## config.mk

```make
export PLATFORM = sky130hd
export DESIGN_NAME = matrix_scan_scheduler
export DESIGN_NICKNAME = d
export VERILOG_FILES = /design/src/rtl/scan_pkg.sv /design/src/rtl/splash_rom.sv /design/src/rtl/matrix_scan_scheduler.sv
export SDC_FILE = /design/constraint.sdc
export NUM_CORES = 1
export LEC_CHECK = 0
export CAP_MARGIN = 20
export CORE_MARGIN = 1.5
export CORE_UTILIZATION = 50
export DETAILED_ROUTE_END_ITERATION = 6
export GPL_TIMING_DRIVEN = 0
export PLACE_DENSITY_LB_ADDON = 0.1
export SLEW_MARGIN = 20
export SYNTH_ARGS = -nofsm -noshare
export SYNTH_HDL_FRONTEND = slang
export SYNTH_HIERARCHICAL = 1
export SYNTH_SLANG_ARGS = --single-unit
```

## constraint.sdc

```tcl
create_clock -name CLK -period 3.8 [get_ports CLK]
set_input_delay 0.76 -clock CLK [delete_from_list [all_inputs] [get_ports CLK]]
set_output_delay 0.76 -clock CLK [all_outputs]
set_load 0.01 [all_outputs]
```

## src/rtl/scan_pkg.sv

```systemverilog
// Shared types and constant tables for the breakout LED-matrix / 7-segment scanner.
package scan_pkg;

  typedef enum logic [2:0] {IDLE, REQ, WAIT, SHOW, BLANK} state_t;
  typedef enum logic [1:0] {SRC_ENGINE, SRC_GAMEOVER, SRC_WIN} src_t;

  // Active-low {a,b,c,d,e,f,g} digit codes.
  localparam logic [6:0] SEG_LUT [0:9] = '{
    7'b0000001, 7'b1001111, 7'b0010010, 7'b0000110, 7'b1001100,
    7'b0100100, 7'b0100000, 7'b0001111, 7'b0000000, 7'b0000100
  };
  localparam logic [6:0] SEG_OFF = 7'b1111111;

  // Rows are {red, green, blue}: red X inside a green border.
  localparam logic [23:0] GAMEOVER_ROM [0:7] = '{
    24'h81FF00, 24'h428100, 24'h248100, 24'h188100,
    24'h188100, 24'h248100, 24'h428100, 24'h81FF00
  };

  // Green-only smiley.
  localparam logic [23:0] WIN_ROM [0:7] = '{
    24'h003C00, 24'h004200, 24'h00A500, 24'h008100,
    24'h00A500, 24'h009900, 24'h004200, 24'h003C00
  };

  function automatic logic [6:0] seg_code(input logic [3:0] digit);
    return (digit <= 4'd9) ? SEG_LUT[digit] : SEG_OFF;
  endfunction

endpackage

```

## src/rtl/splash_rom.sv

```systemverilog
// Combinational splash-frame lookup: sel=1 selects the win frame, sel=0 the game-over frame.
module splash_rom
  import scan_pkg::*;
(
  input  logic        sel,
  input  logic [2:0]  row,
  output logic [23:0] data
);

  assign data = sel ? WIN_ROM[row] : GAMEOVER_ROM[row];

endmodule

```

## src/rtl/matrix_scan_scheduler.sv

```systemverilog
// Row scanner for the 8x8 RGB matrix plus BCD score display and beep stretcher.
// Optional macro DIM_PWM_EN adds a brightness[2:0] input that shortens the lit part of each row.
module matrix_scan_scheduler
  import scan_pkg::*;
#(
  parameter int unsigned DWELL_CYC = 25000,
  parameter int unsigned BLANK_CYC = 16,
  parameter int unsigned RESP_TO   = 8,
  parameter int unsigned BEEP_CYC  = 2500000
) (
  input  logic        CLK,
  input  logic        reset,
`ifdef DIM_PWM_EN
  input  logic [2:0]  brightness,
`endif
  input  logic        game_over,
  input  logic        game_finish,
  output logic        row_req,
  output logic [2:0]  row_addr,
  input  logic        row_vld,
  input  logic [23:0] row_data,
  input  logic        score_inc,
  input  logic        score_clr,
  output logic [27:0] led,
  output logic [3:0]  COM,
  output logic [6:0]  seg,
  output logic        beep
);

  state_t      state, state_next;
  src_t        src_q, src_fresh, src_now;
  logic [23:0] row_q, rom_row;
  logic [31:0] cnt, beep_cnt;
  logic [3:0]  ones, tens;
  logic        disp_on, tens_sel, pix_on, show_entry;

  always_comb begin
    if (game_over)        src_fresh = SRC_GAMEOVER;
    else if (game_finish) src_fresh = SRC_WIN;
    else                  src_fresh = SRC_ENGINE;
  end

  // The frame source is only re-sampled at row 0 so a frame never mixes sources.
  assign src_now = (row_addr == 3'd0) ? src_fresh : src_q;

  splash_rom u_splash_rom (
    .sel  (src_now == SRC_WIN),
    .row  (row_addr),
    .data (rom_row)
  );

  always_ff @(posedge CLK) begin
    if (reset) state <= IDLE;
    else       state <= state_next;
  end

  always_comb begin
    state_next = state;
    row_req    = 1'b0;
    case (state)
      IDLE: state_next = REQ;
      REQ: begin
        if (src_now == SRC_ENGINE) begin
          row_req    = 1'b1;
          state_next = WAIT;
        end else begin
          state_next = SHOW;
        end
      end
      WAIT:    if (row_vld || cnt == RESP_TO - 1)  state_next = SHOW;
      SHOW:    if (cnt == DWELL_CYC - 1)           state_next = BLANK;
      BLANK:   if (cnt == BLANK_CYC - 1)           state_next = REQ;
      default: state_next = IDLE;
    endcase
  end

  always_ff @(posedge CLK) begin
    if (reset) begin
      cnt      <= '0;
      row_addr <= 3'd0;
      src_q    <= SRC_ENGINE;
      row_q    <= '0;
    end else begin
      cnt <= (state_next != state) ? 32'd0 : cnt + 32'd1;
      case (state)
        REQ: begin
          if (row_addr == 3'd0) src_q <= src_fresh;
          if (src_now != SRC_ENGINE) row_q <= rom_row;
        end
        WAIT:  row_q <= row_vld ? row_data : 24'h000000;
        BLANK: if (state_next == REQ) row_addr <= row_addr + 3'd1;
        default: ;
      endcase
    end
  end

`ifdef DIM_PWM_EN
  logic [31:0] show_len;
  assign show_len = ((32'(brightness) + 32'd1) * 32'(DWELL_CYC)) >> 3;
  assign pix_on   = (state == SHOW) && (cnt < show_len);
`else
  assign pix_on   = (state == SHOW);
`endif

  assign led = {1'b1, row_addr,
                pix_on ? ~{row_q[7:0], row_q[15:8], row_q[23:16]} : 24'hFFFFFF};

  always_ff @(posedge CLK) begin
    if (reset) begin
      ones <= 4'd0;
      tens <= 4'd0;
    end else if (score_clr) begin
      ones <= 4'd0;
      tens <= 4'd0;
    end else if (score_inc && !(ones == 4'd9 && tens == 4'd9)) begin
      if (ones == 4'd9) begin
        ones <= 4'd0;
        tens <= tens + 4'd1;
      end else begin
        ones <= ones + 4'd1;
      end
    end
  end

  // Digit mux advances once per row so both digits share the row refresh rate.
  assign show_entry = (state_next == SHOW) && (state != SHOW);

  always_ff @(posedge CLK) begin
    if (reset) begin
      disp_on  <= 1'b0;
      tens_sel <= 1'b1;
    end else if (show_entry) begin
      disp_on  <= 1'b1;
      tens_sel <= ~tens_sel;
    end
  end

  always_comb begin
    COM = 4'b1111;
    seg = SEG_OFF;
    if (disp_on) begin
      if (tens_sel) begin
        COM = 4'b1101;
        seg = seg_code(tens);
      end else begin
        COM = 4'b1110;
        seg = seg_code(ones);
      end
    end
  end

  always_ff @(posedge CLK) begin
    if (reset)                beep_cnt <= '0;
    else if (score_inc)       beep_cnt <= 32'(BEEP_CYC);
    else if (beep_cnt != '0)  beep_cnt <= beep_cnt - 32'd1;
  end

  assign beep = (beep_cnt != '0);

endmodule

```

### Yosys cells after proc, flatten, opt, wreduce, memory -nomap -nowiden

Memory sizes are Yosys's and may differ from the RTL's.
Index checks and enable logic that the tools add are counted.

| word-level totals | value |
|---|---|
| memory bits (read-only) | 608 |
| memories kept | 4 |
| bits in registers | 106 |
| word-level logic and storage cells | 95 |

| cells by class | value |
|---|---|
| bitwise operators | 5 |
| reduce and logical (&&, ||, !) cells | 18 |
| $add $sub $neg | 5 |
| order comparisons | 5 |
| eq/ne operators | 15 |
| mux-type cells | 32 |

Memory list:

| name | depth | bits a word | rd ports | clocked after Yosys merged registers in | write ports | line | source |
|---|---|---|---|---|---|---|---|
| (name not given) | 8 | 24 | 1 | 0 | 0 | splash_rom.sv:10 | `assign data = sel ? WIN_ROM[row] : GAMEOVER_ROM[row];` |
| (name not given) | 8 | 24 | 1 | 0 | 0 | splash_rom.sv:10 |  |
| (name not given) | 16 | 7 | 1 | 0 | 0 | scan_pkg.sv:27 | `return (digit <= 4'd9) ? SEG_LUT[digit] : SEG_OFF;` |
| (name not given) | 16 | 7 | 1 | 0 | 0 | scan_pkg.sv:27 |  |

Operators by type and width:

| cell | count |
|---|---|
| $mux W24 | 8 |
| $mux W7 | 8 |
| $pmux W24 S2 | 1 |
| $mux W22 | 2 |
| $add A32 B1 Y32 const B | 1 |
| $eq A32 B15 Y1 const B | 1 |
| $eq A32 B3 Y1 const B | 1 |
| $eq A32 B4 Y1 const B | 1 |
| $reduce_bool A32 Y1 | 1 |
| $sub A32 B1 Y32 const B | 1 |
| $not A24 Y24 | 1 |
| $pmux W3 S5 | 1 |
| $ge A5 B5 Y1 const B | 2 |
| $mux W2 | 5 |
| $not A4 Y5 | 2 |
| $eq A3 B2 Y1 const B | 3 |
| $mux W3 | 3 |
| $add A4 B1 Y4 const B | 2 |
| $eq A4 B4 Y1 const B | 2 |
| $le A4 B4 Y1 const B | 2 |
| $eq A3 B1 Y1 const B | 2 |
| $logic_not A3 Y1 | 2 |
| $reduce_and A2 Y1 | 3 |
| $reduce_bool A2 Y1 | 3 |
| other kinds (16) | 22 |

### Longest topological paths before layout

| depth | value |
|---|---|
| depth in word-level cells | 8 |
| mapped depth | 11 |
| mapped depth without buffers | 9 |

### Modules after synthesis

Netlist, hierarchy kept.

By module, submodules not included:

| module | cells each | times used | area an instance (um^2) |
|---|---|---|---|
| matrix_scan_scheduler | 706 | 1 | 5720.5 |
| splash_rom | 45 | 1 | 345.3 |

### Least setup slack after synthesis

OpenSTA, ideal clock, no wires.

| timing | value |
|---|---|
| path kind | input to output |
| start | in game_over |
| end | out row_req |
| data arrival time | 1.975 ns |
| path slack | 1.065 ns |
| cell stages on the path | 3 |
| cells stage by stage | or4b_2 o21a_1 nor4b_1 |

| between the ends | value |
|---|---|
| cells in the longest elaborated chain, start to end | 5 |

RTL lines:

| what | line | source |
|---|---|---|
| start: declaration | matrix_scan_scheduler.sv:16 | `input logic game_over,` |
| $mux W2 | matrix_scan_scheduler.sv:38 | `if (game_over) src_fresh = SRC_GAMEOVER;` |
| $mux W2 | n/a |  |
| $logic_not A2 Y1 | matrix_scan_scheduler.sv:63 | `if (src_now == SRC_ENGINE) begin` |
| $mux W1 | matrix_scan_scheduler.sv:63 |  |
| $mux W1 | matrix_scan_scheduler.sv:60 | `case (state)` |
| end: declaration | matrix_scan_scheduler.sv:18 | `output logic row_req,` |

No other way between the ends.

### Worst setup path after layout

Ends and elaborated chain as after synthesis.

==> metrics <==
run status=finished, final reports clean; Seq pwr share=0.453; fin crit period=approximately 3.6 ns; Tcrit/Tclk final=0.9597; EDFF count, synth=0; Detailed Routing Iterations Pass 1=5; max-slew violation count=0; synth warn=6; pin count of the biggest net entering global routing=19; Detail Placement HPWL=roughly 11,000 um; Resized cells post-CTS=1; total CTS buffers=9; Clock Tree Root=clkbuf_16; PnR worst setup slack=about 0.15 ns; GRT Total Usage=0.2381; post-synthesis sequential area ratio=0.3498; register area=2122 sq um; VDD IR max=0.2654 mV; H-tree depth=3; FP Rows=40; library cells used by synthesis=69; Core Box Area=between 10,000 and 15,000 sq um; complex-gate fraction of the synthesized area=0.1434; Slew HR=0.3622; Leakage=2.672 nW; largest family of logic cells by synthesized area=simple AND/OR/NAND/NOR gates; first-pass GRT wire length=24,890 um; via count=between 5k and 6k; vias in the first global route=between 5k and 6k; total grt overflow=0; Psw=between 700 and 800 uW; Simple-Gate Fraction of Synth Area=0.3086; Synth Area in XOR/XNOR=0.06642; final setup fails=0; Post-Syn Instances=roughly 750; area of the multi-input gates=about 3500 sq um; Placement Setup Slack=0.07802 ns; grt met3 use=0.05463; placed cell area=approximately 7000 sq um; final wirelength=approximately 15,000 um; GR peak layer=met2; RD Place Congestion=approximately 0.87; crit-path cells=clkdlybuf4s50_1 -> or4b_2 -> o21a_1 -> nor4b_2 -> clkdlybuf4s50_1; Synth Register Bits=about 110; Syn Std Cell Area=6066 sq um; combinational power share=0.181; met2 GRT Util=0.4053; Synth Area in Adders=0.03713; Die H=approximately 110 um; RSZ-0062 raised after global routing=no; Worst-Skew Late Latency=between 0.3 and 0.4 ns; switching share of power=0.2870; maximum clock path buffer count=2; IO buf count=70; setup repair bufs after CTS=0; post-synthesis mux area share=0.01815; GRT met1 Usage=0.2986; setup TNS=0 ns; CP required=a little over 3 ns; nets@finish=slightly below 900; mean post-synth cell area=approximately 8.1 sq um; hold-fix buffers at CTS=0; clk_skew=around 0.012 ns; layout overhead on the synthesized area=20.46%; Design Area, Final=7307 sq um; Crit-path slowest cell=or4b_2; FFs w/ async S/R, synth=0; Post-route DRC=0; fillers=approximately 1.1k; Final Hold Fails=0; ys flop type=dfxtp_1; crit path DAT=~2.9 ns; Num Clock Sinks=~110; post-route ant nets=0; WS Path Type=in -> out; chip width=~110 um; f_max=between 0.2 and 0.3 GHz; total power=2.706 mW; MaxCap Viol Count=0; Worst Path Max Fanout=3; TritonCTS clock tree=done; startpoint types=input port; power density over the cells=roughly 370 nW/um^2; Pint=just under 2 mW; most frequent CP cell=clkdlybuf4s50_1; Boundary Pins=75; Clock transition at path regs=~0.080 ns; initial antenna violation count=0; Total Die Area=12,800 sq um; share of cells above drive strength 1=0.08747; First DRT Iteration DRCs=501; Vias/cell=about 5.6; CP Capture Type=output port; Least-Margin Pin Slew=about 0.95 ns; Wirelength per Cell=roughly 15 um; worst hold path type=reg -> reg; CP peak stage delay=between 0.6 and 0.7 ns; Clock Power Share=0.366; # diodes=0; Initial Util=0.5092
==> Yosys cell counts, types with 6 or more instances <==
library cell,number,area [sq um]
and2_1,6,37.54
xor2_1,33,289.0
ha_1,18,225.2
a21oi_1,39,195.2
xnor2_1,13,113.9
o21ai_0,7,35.03
mux2i_1,11,110.1
dfxtp_1,106,2122
nor2b_1,7,43.79
nand2_1,69,259.0
nor2_1,113,424.2
nand2b_1,10,62.56
nand4_1,13,81.33
or4_1,17,127.6
buf_4,23,172.7
nor4_1,13,81.33
clkbuf_1,33,123.9
or3_1,11,68.82
inv_1,19,71.32
a311oi_1,27,236.5
o31ai_1,14,105.1
and4_1,6,52.55
nand3_1,45,225.2
a31oi_1,6,37.54
nor3_1,13,65.06
==> state kept, by name (all words and copies together) (netlist names) <==
| register | flops |
|---|---|
| beep_cnt | 32 |
| cnt | 32 |
| disp_on | 1 |
| ones | 4 |
| row_addr | 3 |
| row_q | 24 |
| src_q | 2 |
| state | 3 |
| tens | 4 |
| tens_sel | 1 |
==> final cells by class <==
cell class                      instances  area share
Tap cell                              147     0.02517
Sequential cell                       106      0.2904
Timing Repair Buffer                   70     0.09589
Multi-Input combinational cell        567      0.4834
Clock buffer                           10     0.03271
Clock inverter                          6    0.009932
Buffer                                 68     0.05274
Inverter                               19    0.009760
==> worst paths after layout <==
kind / depth (start not counted) / slack, ns / end / from
worst max-delay path: 5 / 0.15 / row_req / game_over
worst min-delay path: 1 / 0.46 / cnt[0] / cnt[0]
worst max register to register: 8 / 1.09 / row_q[17] / row_addr[0]
worst min register to register: 1 / 0.46 / cnt[0] / cnt[0]
==> through the flow <==
step,utilization,hold slack [ns],cells
6_report,0.6134,0.4565,993
5_1_grt,0.6134,0.4871,993
4_1_cts,0.6129,0.4658,993
3_5_place_dp,0.5863,0.4490,977
3_3_place_gp,0.5863,0.4295,977
2_1_floorplan,-,0.4176,760
==> logic make-up after synthesis <==
family,after synthesis
flip-flops,106
XOR/XNOR,46
multiplexers,11
AND/OR/NAND/NOR,360
adder cells (fa/ha/maj),18
AO/OA/AOI/OAI,121
other,2
buffers and inverters,87
==> layer usage <==
metal / wire length, um / up-vias
met4: 245 / 0
li1: - / 2817
met5: 0 / -
met2: 7446 / 137
met3: 626 / 22
met1: 6698 / 2632
==> worst max-delay path, delay by kind of cell <==
kind / cells / cell delay (ns)
AO/OA/AOI/OAI: 1 / 0.16
AND/OR/NAND/NOR: 2 / 0.93
buffers and inverters: 2 / 1.04
==> placed cells by master, fill, tap and decap left out, types with 11 or more instances in the layout <==
cell type        instances
nor2_1                 113
dfxtp_1                106
clkdlybuf4s50_1         70
nand2_1                 69
nand3_1                 45
a21oi_1                 39
clkbuf_1                33
xor2_1                  33
a311oi_1                27
buf_4                   23
inv_1                   19
ha_1                    18
or4_1                   17
o31ai_1                 14
nor3_1                  13
nor4_1                  13
nand4_1                 13
xnor2_1                 13
or3_1                   11
mux2i_1                 11
conb_1                  11
==> power by group through the flow <==
stage          clock network (mW)  logic, mW  registers (mW)
2_1_floorplan                   0      0.336            1.23
6_report                    0.990      0.491            1.22
3_3_place_gp                    0      0.478            1.25
3_5_place_dp                    0      0.487            1.25
5_1_grt                      1.06      0.540            1.23
4_1_cts                      1.01      0.489            1.22
No activity file was read; power rests on OpenSTA's default activity.
